### src/rtl/package_settings.sv
// Project-wide datapath settings shared by the CORDIC blocks.
package package_settings;
    localparam int FULL_SIZE = 16;
endpackage

### src/rtl/cordic_kernel_scheduler_if.sv
// Request, kernel and result bundle of the CORDIC kernel scheduler.
interface cordic_kernel_scheduler_if #(
    parameter int NUM_CH       = 4,
    parameter int FULL_SIZE    = package_settings::FULL_SIZE,
    parameter int MAX_INFLIGHT = 16
);
    localparam int IW = $clog2(MAX_INFLIGHT) + 1;

    logic                        sched_enable;
    logic [NUM_CH-1:0]           req_valid;
    logic [NUM_CH-1:0]           req_ready;
    logic [NUM_CH*FULL_SIZE-1:0] req_data_i;
    logic [NUM_CH*FULL_SIZE-1:0] req_data_q;
    logic [FULL_SIZE-1:0]        kern_data_i;
    logic [FULL_SIZE-1:0]        kern_data_q;
    logic                        kern_enable;
    logic [FULL_SIZE-1:0]        kern_out_i;
    logic [FULL_SIZE-1:0]        kern_out_q;
    logic [FULL_SIZE-1:0]        kern_out_theta;
    logic                        kern_out_valid;
    logic [NUM_CH-1:0]           res_valid;
    logic [FULL_SIZE-1:0]        res_i;
    logic [FULL_SIZE-1:0]        res_q;
    logic [FULL_SIZE-1:0]        res_theta;
    logic [IW-1:0]               inflight;
    logic                        err_orphan;

    modport master (
        input  sched_enable, req_valid, req_data_i, req_data_q,
        input  kern_out_i, kern_out_q, kern_out_theta, kern_out_valid,
        output req_ready, kern_data_i, kern_data_q, kern_enable,
        output res_valid, res_i, res_q, res_theta, inflight, err_orphan
    );

    modport slave (
        output sched_enable, req_valid, req_data_i, req_data_q,
        output kern_out_i, kern_out_q, kern_out_theta, kern_out_valid,
        input  req_ready, kern_data_i, kern_data_q, kern_enable,
        input  res_valid, res_i, res_q, res_theta, inflight, err_orphan
    );
endinterface

### src/rtl/cordic_kernel_scheduler.sv
// Round-robin issue of channel operands into a shared CORDIC kernel,
// with in-order tag tracking to route kernel results back to channels.
module cordic_kernel_scheduler #(
    parameter int NUM_CH       = 4,
    parameter int FULL_SIZE    = package_settings::FULL_SIZE,
    parameter int MAX_INFLIGHT = 16
) (
    input logic                       clk,
    input logic                       reset_n,
    cordic_kernel_scheduler_if.master bus
);
    localparam int CW = $clog2(NUM_CH);
    localparam int PW = $clog2(MAX_INFLIGHT);
    localparam int IW = PW + 1;
    localparam logic [IW-1:0] FULL_CNT = IW'(MAX_INFLIGHT);

    logic                 rst_q;
    logic [CW-1:0]        ptr;
    logic [CW-1:0]        sel;
    logic [CW-1:0]        cand;
    logic                 hit;
    logic                 can_issue;
    logic                 xfer;
    logic                 pop;
    logic [CW-1:0]        head;
    logic [CW-1:0]        tags [MAX_INFLIGHT];
    logic [PW-1:0]        wr_ptr;
    logic [PW-1:0]        rd_ptr;
    logic [IW-1:0]        cnt;
    logic                 kern_en;
    logic [FULL_SIZE-1:0] kdi;
    logic [FULL_SIZE-1:0] kdq;
    logic [NUM_CH-1:0]    rv;
    logic [FULL_SIZE-1:0] ri;
    logic [FULL_SIZE-1:0] rq;
    logic [FULL_SIZE-1:0] rt;
    logic                 orphan;

    // Grants stay off for the first edge after reset release.
    always_ff @(posedge clk or posedge reset_n) begin
        if (reset_n) rst_q <= 1'b1;
        else         rst_q <= 1'b0;
    end

    always_comb begin
        sel  = ptr;
        hit  = 1'b0;
        cand = ptr;
        for (int i = 0; i < NUM_CH; i++) begin
            cand = (cand == CW'(NUM_CH - 1)) ? '0 : cand + CW'(1);
            if (!hit && bus.req_valid[cand]) begin
                hit = 1'b1;
                sel = cand;
            end
        end
    end

    assign can_issue = !rst_q && bus.sched_enable && (cnt != FULL_CNT);
    assign xfer      = can_issue && hit;
    assign pop       = bus.kern_out_valid && (cnt != '0);
    assign head      = tags[rd_ptr];

    assign bus.req_ready   = xfer ? (NUM_CH'(1) << sel) : '0;
    assign bus.kern_enable = kern_en;
    assign bus.kern_data_i = kdi;
    assign bus.kern_data_q = kdq;
    assign bus.res_valid   = rv;
    assign bus.res_i       = ri;
    assign bus.res_q       = rq;
    assign bus.res_theta   = rt;
    assign bus.inflight    = cnt;
    assign bus.err_orphan  = orphan;

    always_ff @(posedge clk) begin
        if (xfer) tags[wr_ptr] <= sel;
    end

    always_ff @(posedge clk or posedge reset_n) begin
        if (reset_n) begin
            ptr     <= CW'(NUM_CH - 1);
            wr_ptr  <= '0;
            rd_ptr  <= '0;
            cnt     <= '0;
            kern_en <= 1'b0;
            kdi     <= '0;
            kdq     <= '0;
            rv      <= '0;
            ri      <= '0;
            rq      <= '0;
            rt      <= '0;
            orphan  <= 1'b0;
        end else begin
            kern_en <= xfer;
            if (xfer) begin
                ptr    <= sel;
                kdi    <= bus.req_data_i[sel*FULL_SIZE +: FULL_SIZE];
                kdq    <= bus.req_data_q[sel*FULL_SIZE +: FULL_SIZE];
                wr_ptr <= wr_ptr + PW'(1);
            end
            rv <= pop ? (NUM_CH'(1) << head) : '0;
            if (pop) begin
                ri     <= bus.kern_out_i;
                rq     <= bus.kern_out_q;
                rt     <= bus.kern_out_theta;
                rd_ptr <= rd_ptr + PW'(1);
            end
            unique case ({xfer, pop})
                2'b10:   cnt <= cnt + IW'(1);
                2'b01:   cnt <= cnt - IW'(1);
                default: cnt <= cnt;
            endcase
            // A result with no tag outstanding cannot be routed.
            if (bus.kern_out_valid && cnt == '0) orphan <= 1'b1;
        end
    end
endmodule

### src/flat_wrapper.sv
// flat-port wrapper written by rule: the top's interface ports become plain ports
module cordic_kernel_scheduler_flat 
#(
    parameter int NUM_CH       = 4,
    parameter int FULL_SIZE    = package_settings::FULL_SIZE,
    parameter int MAX_INFLIGHT = 16
)
  (clk, reset_n, bus_sched_enable, bus_req_valid, bus_req_data_i, bus_req_data_q, bus_kern_out_i, bus_kern_out_q, bus_kern_out_theta, bus_kern_out_valid, bus_req_ready, bus_kern_data_i, bus_kern_data_q, bus_kern_enable, bus_res_valid, bus_res_i, bus_res_q, bus_res_theta, bus_inflight, bus_err_orphan);
  cordic_kernel_scheduler_if #(.NUM_CH(NUM_CH), .FULL_SIZE(FULL_SIZE), .MAX_INFLIGHT(MAX_INFLIGHT)) bus_i ();
  input logic clk;
  input logic reset_n;
  input wire logic [$bits(bus_i.sched_enable)-1:0] bus_sched_enable;
  input wire logic [$bits(bus_i.req_valid)-1:0] bus_req_valid;
  input wire logic [$bits(bus_i.req_data_i)-1:0] bus_req_data_i;
  input wire logic [$bits(bus_i.req_data_q)-1:0] bus_req_data_q;
  input wire logic [$bits(bus_i.kern_out_i)-1:0] bus_kern_out_i;
  input wire logic [$bits(bus_i.kern_out_q)-1:0] bus_kern_out_q;
  input wire logic [$bits(bus_i.kern_out_theta)-1:0] bus_kern_out_theta;
  input wire logic [$bits(bus_i.kern_out_valid)-1:0] bus_kern_out_valid;
  output wire logic [$bits(bus_i.req_ready)-1:0] bus_req_ready;
  output wire logic [$bits(bus_i.kern_data_i)-1:0] bus_kern_data_i;
  output wire logic [$bits(bus_i.kern_data_q)-1:0] bus_kern_data_q;
  output wire logic [$bits(bus_i.kern_enable)-1:0] bus_kern_enable;
  output wire logic [$bits(bus_i.res_valid)-1:0] bus_res_valid;
  output wire logic [$bits(bus_i.res_i)-1:0] bus_res_i;
  output wire logic [$bits(bus_i.res_q)-1:0] bus_res_q;
  output wire logic [$bits(bus_i.res_theta)-1:0] bus_res_theta;
  output wire logic [$bits(bus_i.inflight)-1:0] bus_inflight;
  output wire logic [$bits(bus_i.err_orphan)-1:0] bus_err_orphan;
  assign bus_i.sched_enable = bus_sched_enable;
  assign bus_i.req_valid = bus_req_valid;
  assign bus_i.req_data_i = bus_req_data_i;
  assign bus_i.req_data_q = bus_req_data_q;
  assign bus_i.kern_out_i = bus_kern_out_i;
  assign bus_i.kern_out_q = bus_kern_out_q;
  assign bus_i.kern_out_theta = bus_kern_out_theta;
  assign bus_i.kern_out_valid = bus_kern_out_valid;
  assign bus_req_ready = bus_i.req_ready;
  assign bus_kern_data_i = bus_i.kern_data_i;
  assign bus_kern_data_q = bus_i.kern_data_q;
  assign bus_kern_enable = bus_i.kern_enable;
  assign bus_res_valid = bus_i.res_valid;
  assign bus_res_i = bus_i.res_i;
  assign bus_res_q = bus_i.res_q;
  assign bus_res_theta = bus_i.res_theta;
  assign bus_inflight = bus_i.inflight;
  assign bus_err_orphan = bus_i.err_orphan;
  cordic_kernel_scheduler #(.NUM_CH(NUM_CH), .FULL_SIZE(FULL_SIZE), .MAX_INFLIGHT(MAX_INFLIGHT)) u_core (.clk(clk), .reset_n(reset_n), .bus(bus_i));
endmodule
### config.mk
export PLATFORM = sky130hd
export DESIGN_NAME = cordic_kernel_scheduler_flat
export DESIGN_NICKNAME = d
export VERILOG_FILES = /design/src/rtl/package_settings.sv /design/src/rtl/cordic_kernel_scheduler_if.sv /design/src/rtl/cordic_kernel_scheduler.sv /design/src/flat_wrapper.sv
export SDC_FILE = /design/constraint.sdc
export NUM_CORES = 1
export LEC_CHECK = 0
export ABC_CLOCK_PERIOD_IN_PS = 3300
export CAP_MARGIN = 20
export CORE_ASPECT_RATIO = 0.75
export CORE_UTILIZATION = 39
export DETAILED_ROUTE_END_ITERATION = 12
export HOLD_SLACK_MARGIN = 0.05
export MAX_ROUTING_LAYER = met4
export PLACE_DENSITY_LB_ADDON = 0.15
export SLEW_MARGIN = 40
export SYNTH_ARGS = -nofsm -noshare
export SYNTH_HDL_FRONTEND = slang
export SYNTH_SLANG_ARGS = --single-unit
export TNS_END_PERCENT = 100
### constraint.sdc
create_clock -name clk -period 3.3 [get_ports clk]
set_clock_uncertainty 0.15 [all_clocks]
set_input_delay 0.33 -clock clk [delete_from_list [all_inputs] [get_ports clk]]
set_output_delay 0.33 -clock clk [all_outputs]
set_load 0.02 [all_outputs]
==> metrics.md, run 1 <==
| Metric | Value |
|---|---|
| Status | `completed` |
| DP HPWL | `13900 um` |
| I/O Buffers | `~280` |
| Hold WC Path Type | `in2async` |
| Fin crit share | `97.0%` |
| Cell variety after synth | `51` |
| CTS tree | `done` |
| Via count | `around 5800` |
| Met1 usage | `a little over a quarter` |
| Max transition margin | `between 50% and 60%` |
| Pre-CTS setup slack | `between 0.09 and 0.1 ns` |
| Crit path buf inv count | `1` |
| Syn_area_per_cell | `10.2 um^2` |
| Tot GR Track Use | `~22%` |
| Slowest stage cell, crit path | `dfstp_2` |
| Met2 GRT Util | `between 30% and 40%` |
| Storage element area | `between 3000 and 4000 um^2` |
| Final Cell Area | `about 10000 um^2` |
| Die Span X | `roughly 150 um` |
| Worst setup margin | `0.0989 ns` |
| Post-layout min period | `between 3 and 4 ns` |
| Most common cell after layout, fill and taps aside | `clkdlybuf4s50_1` |
| Die Ht | `between 100 and 150 um` |
| Critical path's most frequent cell | `a211o_1` |
| Setup Viol. Count Final | `0` |
| Area after DPL | `9770 um^2` |
| Number of enable flip-flop cells after synthesis | `32` |
| CP startpoint | `u_core.ptr[1]$_DFFE_PP1P_` |
| Initial DRC count | `286` |
| Static Leak | `4.40 nW` |
| Global routing's busiest layer | `met2` |
| Seq/Total Area, Yosys | `a little over half` |
| Util after Layout | `62.1%` |
| P&R area growth vs syn | `55.9%` |
| Num CTS Buffers | `17` |
| Initial antenna violation count | `0` |
| Pin count of the biggest net entering global routing | `65` |
| Post-Syn Instances | `approximately 650` |
| Commonest cells after routing, fill and taps aside | `clkdlybuf4s50_1, nand2_1, dfrtp_1` |
| Vias per inst | `~5.0` |
| DRC Markers | `0` |
| # fillers | `1309` |
| Hold WS | `about 0.14 ns` |
| Die area | `between 15000 and 20000 um^2` |
| Reg clk slew, reported paths | `about 0.06 ns` |
| Met3 Use GR | `under 10%` |
| Hold Fails Final Rpt | `0` |
| CP Data Arrival Time | `between 2 and 3 ns` |
| Core area | `roughly 17000 um^2` |
| Starting Density | `between 30 and 40%` |
| Sink Count | `about 130` |
| RSZ-0062 raised after global routing | `no` |
| Number of synthesized register bits | `roughly 130` |
| GPL Wtd Cong | `between 0.9 and 1` |
| Vias in the first global route | `between 5000 and 6000` |
| Req. time, crit path | `2.82 ns` |
| Final ANT Viol Nets | `0` |
| Power per cell area | `~870 nW/um^2` |
| Post-synth ARST share | `roughly three quarters` |
| Wire per inst | `16.8 um` |
| Area occupied by multi-input gates | `2980 um^2` |
| CP max FO | `5` |
| Total wire length | `19500 um` |
| H-tree Lvls | `4` |
| Reg2reg start | `u_core.ptr[1]$_DFFE_PP1P_` |
| Max-cap violations | `0` |
| Startpoint types | `register` |
| Crit path max-delay family | `compound AO/OA/AOI/OAI gates` |
| Ys flop type | `dfrtp_1` |
| Row Count | `41` |
| Netlist Area Pre-Place | `between 6000 and 7000 um^2` |
| F_max | `about 0.31 GHz` |
| Global-route wire length before repair | `approximately 29000 um` |
| Crit path kind | `reg2out` |
| # IOs | `279` |
| Warnings from Yosys | `0` |
| Setup slack, reg-to-reg | `0.14 ns` |
| Crit. End Element | `output pin` |
| CP cell instances | `ha_1 > or2_1 > a211o_1 > a211o_1 > a41oi_4 > and2_1 > clkdlybuf4s15_2` |
| Mapped Nets | `848` |
| Tightest Pin Transition | `about 0.66 ns` |
| Layout cell share with drive strength beyond 1 | `9.68%` |
| Ant diodes | `0` |
| Clk root buf | `clkbuf_16` |
| Peak supply drop | `between 0.5 and 0.6 mV` |
| Max-slew violation count | `0` |
| Worst-skew pair later-pin latency | `0.42 ns` |
| DRT Pass-1 Iters | `4` |
| Nets@finish | `around 1100` |
| Total grt overflow | `0` |
| CTS max path bufs | `2` |
| CP peak stage delay | `~0.56 ns` |
==> layer usage <==
metal | vias up | part of all wire (%)
met1 | 2729 | 42
met3 | 16 | 7.3
li1 | 2822 | -
met2 | 247 | 49
met5 | - | 0
met4 | 0 | 1.2
==> metrics by stage <==
step | instances | total power (W) | setup TNS, ns
after floorplan | 654 | 0.00547 | -0.0736
after global placement | 1125 | 0.00684 | 0
after detailed placement | 1126 | 0.00699 | 0
after CTS | 1161 | 0.00890 | 0
after global routing | 1165 | 0.00966 | 0
final | 1165 | 0.00913 | 0
==> worst register-to-register path, cell delays in order, from the launching register on <==
cell	delay [ns]
dfstp_2	0.56
ha_1	0.24
or2_1	0.25
a211o_1	0.28
a211o_1	0.33
a41oi_4	0.21
buf_4	0.15
buf_4	0.18
buf_6	0.23
mux2_1	0.35
a22oi_1	0.15
==> synthesized netlist by cell type, types with 3 or more instances <==
master | count | area share [%]
nand2_1 | 225 | 13
dfrtp_1 | 99 | 37
a22oi_1 | 34 | 3.8
a21oi_1 | 33 | 2.5
edfxtp_1 | 32 | 14
mux2i_1 | 32 | 4.8
mux2_1 | 30 | 5.0
clkbuf_1 | 28 | 1.6
nor2_1 | 16 | 0.90
and2_1 | 13 | 1.2
ha_1 | 10 | 1.9
mux4_2 | 10 | 3.4
and3_1 | 7 | 0.65
xnor2_1 | 7 | 0.91
xor2_1 | 6 | 0.78
buf_6 | 5 | 0.84
buf_1 | 4 | 0.22
inv_1 | 4 | 0.22
o21ai_0 | 4 | 0.30
buf_8 | 3 | 0.67
dfstp_2 | 3 | 1.2
nand2b_1 | 3 | 0.28
nor2b_1 | 3 | 0.28
o21a_1 | 3 | 0.34
==> state kept, by name (all words and copies together) (netlist names), 2 cells and up <==
signal / flops
u_core.wr_ptr: 4
u_core.bus.res_theta: 16
u_core.rd_ptr: 4
u_core.ptr: 2
u_core.bus.inflight: 5
u_core.bus.kern_data_i: 16
u_core.bus.res_q: 16
u_core.bus.kern_data_q: 16
u_core.bus.res_i: 16
u_core.tags: 32
u_core.bus.res_valid: 4
==> area by class of cell <==
class | count | share of cell area [%]
clock buffer | 18 | 4.20
clock inverter | 14 | 1.28
inverter | 6 | 0.252
timing repair buffer | 306 | 29.5
multi-input combinational | 472 | 28.5
tap | 215 | 2.58
sequential | 134 | 33.7
==> what timing repair did <==
item | 4_1_cts | 5_1_grt
endpoints found under the setup margin | 4 | 32
hold buffers | 0 | 0
hold endpoints to repair | 0 | 0
gates cloned | 0 | 3
resized for setup | 9 | 8
setup buffers | 3 | 1
pin swaps | 1 | 0
==> report_power, final <==
| part | internal [W] | switching [W] |
|---|---|---|
| Sequential | 0.00230 | 0.000389 |
| Combinational | 0.00229 | 0.00233 |
| Clock | 0.00102 | 0.000802 |
| Total | 0.00561 | 0.00352 |
==> path summary, 6_finish.rpt <==
path / endpoint / depth (start not counted)
worst max-delay path: bus_req_ready[2] / 7
worst min-delay path: u_core.bus.res_i[11]$_DFFE_PP0P_ / 2
worst max register to register: u_core.bus.kern_data_i[4]$_DFFE_PP0P_ / 10
worst min register to register: u_core.bus.err_orphan$_DFFE_PP0P_ / 1
max in group asynchronous: u_core.bus.res_q[14]$_DFFE_PP0P_ / 4
min in group clk: u_core.bus.res_q[4]$_DFFE_PP0P_ / 3
==> cells by family (layout without fill, tap and decap cells) <==
group | after synthesis | in the layout | synth area share [%]
AOI/OAI and AO/OA | 92 | 92 | 9.26
buffers and inverters | 48 | 344 | 3.79
adders and majority gates | 10 | 10 | 1.87
DFF | 134 | 134 | 52.5
muxes | 74 | 74 | 13.5
xor gates and xnor gates | 13 | 13 | 1.70
other | 1 | 1 | 0.0559
and+or+nand+nor | 282 | 282 | 17.3
No activity file was read; power rests on OpenSTA's default activity.
==> run 2: changes to the inputs <==
- MAX_ROUTING_LAYER: met4 -> not set
==> run 2 against run 1 <==
Sequential cell count unchanged. Die area unchanged. Fmax down 2.4%. Power about the same. Register-to-register slack about the same. Global-route usage down 0.59 points. Largest cell class unchanged. Final cell count about the same. First-iteration DRC count down 1.4%. Via count about the same. Routed wire length about the same.
==> metrics.md, run 2 (same netlist as run 1, synthesis figures left out) <==
| Metric | Value |
|---|---|
| Reg2reg start | `u_core.ptr[1]$_DFFE_PP1P_ (unchanged)` |
| Die area | `17700 um^2 (unchanged)` |
| Num CTS Buffers | `17 (unchanged)` |
| F_max | `0.305 GHz (was 0.312 GHz)` |
| Max-cap violations | `0 (unchanged)` |
| Area after DPL | `9770 um^2 (unchanged)` |
| H-tree Lvls | `4 (unchanged)` |
| Max-slew violation count | `0 (unchanged)` |
| Total wire length | `19500 um (about the same)` |
| Finished Layout Cells | `1164 (was 1165)` |
| Static Leak | `4.40 nW (about the same)` |
| Die Span X | `153 um (unchanged)` |
| Die Ht | `116 um (unchanged)` |
| Crit. End Element | `output pin (unchanged)` |
| Req. time, crit path | `2.82 ns (about the same)` |
| Tightest Pin Transition | `0.649 ns (was 0.661 ns)` |
| NetSw | `0.00352 W (about the same)` |
| Global-route wire length before repair | `29500 um (was 29400 um)` |
| # IOs | `279 (unchanged)` |
| CP max FO | `5 (unchanged)` |
| Sink Count | `134 (unchanged)` |
| Commonest cells after routing, fill and taps aside | `clkdlybuf4s50_1, nand2_1, dfrtp_1 (unchanged)` |
| Hold WC Path Type | `in2async (unchanged)` |
| Most common cell after layout, fill and taps aside | `clkdlybuf4s50_1 (unchanged)` |
| Comb pwr share | `50.5% (was 50.6%)` |
| Max transition margin | `56.7% (was 55.9%)` |
| CP startpoint | `u_core.ptr[1]$_DFFE_PP1P_ (unchanged)` |
| Fin crit share | `99.4% (was 97.0%)` |
| Wire per inst | `16.8 um (about the same)` |
| I/O Buffers | `278 (unchanged)` |
| Via count | `5812 (was 5814)` |
| Reg clk slew, reported paths | `0.06 ns (about the same)` |
| Startpoint types | `register (unchanged)` |
| Initial antenna violation count | `0 (unchanged)` |
| Row Count | `41 (unchanged)` |
| Layout cell share with drive strength beyond 1 | `9.59% (was 9.68%)` |
| Switching portion of total power | `38.6% (was 38.5%)` |
| Starting Density | `39.8% (unchanged)` |
| Pre-CTS setup slack | `0.0943 ns (unchanged)` |
| Area occupied by multi-input gates | `2980 um^2 (unchanged)` |
| Vias in the first global route | `5809 (was 5834)` |
| GPL Wtd Cong | `0.902 (was 0.918)` |
| Power per cell area | `874 nW/um^2 (about the same)` |
| CTS max path bufs | `2 (unchanged)` |
| RSZ-0062 raised after global routing | `yes (was no)` |
| Post-layout min period | `3.28 ns (was 3.20 ns)` |
| Clock power share | `19.9% (about the same)` |
| Largest Register | `u_core.tags (unchanged)` |
| Max FFs per register | `32 (unchanged)` |
| Storage element area | `3520 um^2 (unchanged)` |
| Clk root buf | `clkbuf_16 (unchanged)` |
| Total grt overflow | `0 (unchanged)` |
| # fillers | `1313 (was 1309)` |
| Worst r2r path cells | `9 (was 10)` |
| Placed Cells incl. Taps | `1126 (unchanged)` |
| Nets@finish | `1130 (was 1131)` |
| DRC Markers | `0 (unchanged)` |
| Status | `completed (unchanged)` |
| Worst-skew pair later-pin latency | `0.42 ns (about the same)` |
| Hold Fails Final Rpt | `0 (unchanged)` |
| Final Cell Area | `10400 um^2 (about the same)` |
| CTS tree | `done (unchanged)` |
| Setup Viol. Count Final | `0 (unchanged)` |
| Int Pwr | `0.00560 W (was 0.00561 W)` |
| DP HPWL | `13900 um (unchanged)` |
| Tot GR Track Use | `21.6% (was 22.2%)` |
| CP Data Arrival Time | `2.80 ns (was 2.72 ns)` |
| Final ANT Viol Nets | `0 (unchanged)` |
| Core area | `16800 um^2 (unchanged)` |
| Hold Buf Count CTS | `0 (unchanged)` |
| Setup slack, reg-to-reg | `0.13 ns (was 0.14 ns)` |
| P&R area growth vs syn | `55.7% (was 55.9%)` |
| Worst R2R End | `u_core.bus.kern_data_i[4]$_DFFE_PP0P_ (unchanged)` |
| DRT Pass-1 Iters | `4 (unchanged)` |
| Sequential fraction of design power | `29.5% (about the same)` |
| Pin count of the biggest net entering global routing | `65 (unchanged)` |
| Initial DRC count | `282 (was 286)` |
| Crit path kind | `reg2out (unchanged)` |
| Ant diodes | `0 (unchanged)` |
| Vias per inst | `4.99 (about the same)` |
| Worst setup margin | `0.0210 ns (was 0.0989 ns)` |
| Peak supply drop | `0.588 mV (was 0.585 mV)` |
## run 2: what timing repair did
item                                    in CTS  in global routing
endpoints found under the setup margin       4                 32
pin swaps                                    1                  1
gates resized for setup                      9                 10
gates cloned                                 0                  3
setup buffers                                3                  1
## run 2: stage by stage
stage	total power, W	TNS, ns	utilization, %	hold WS, ns
3_3_place_gp	0.00684	0	57.9	0.299
5_1_grt	0.00966	-0.0830	62.0	0.162
3_5_place_dp	0.00699	0	58.1	0.300
2_1_floorplan	0.00547	-0.0736	-	0.285
4_1_cts	0.00890	0	61.7	0.134
6_report	0.00912	0	62.0	0.137
## run 2: how the worst max path moves through the flow
stage	end	slack, ns
final	bus_req_ready[1]	0.02
after floorplan	u_core.bus.inflight[4]$_DFFE_PP0P_	-0.07
after global placement	bus_req_ready[3]	0.12
after CTS	bus_req_ready[1]	0.02
after detailed placement	u_core.bus.kern_data_q[10]$_DFFE_PP0P_	0.09
after global routing	bus_req_ready[1]	-0.08
## run 2: critical path, cell delays in order, from the launching register on
cell      delay, ns
dfstp_2        0.56
ha_1           0.24
or2_1          0.25
a211o_1        0.28
a211o_1        0.32
a41oi_4        0.29
buf_6          0.14
buf_6          0.10
nor2_1         0.04
clkbuf_2       0.15
## run 2: cell type report
type	count	share of cell area, %
multi-input combinational	472	28.5
timing repair buffer	305	29.4
inverter	6	0.252
clock inverter	14	1.28
sequential	134	33.7
clock buffer	18	4.21
tap	215	2.58
## run 2: power by group through the flow
| stage | registers, W | logic (W) | clock network (W) |
|---|---|---|---|
| floorplan | 0.00307 | 0.00240 | 0 |
| global placement | 0.00270 | 0.00414 | 0 |
| detailed placement | 0.00273 | 0.00426 | 0 |
| CTS | 0.00270 | 0.00434 | 0.00186 |
| global route | 0.00277 | 0.00495 | 0.00194 |
| finish | 0.00269 | 0.00461 | 0.00182 |
## run 2: routing by layer
layer  global-route usage, %  wire length (um)
met5                       0                 0
met4                    7.40               229
met3                    7.48              1570
met2                    37.0              9690
met1                    25.6              8050
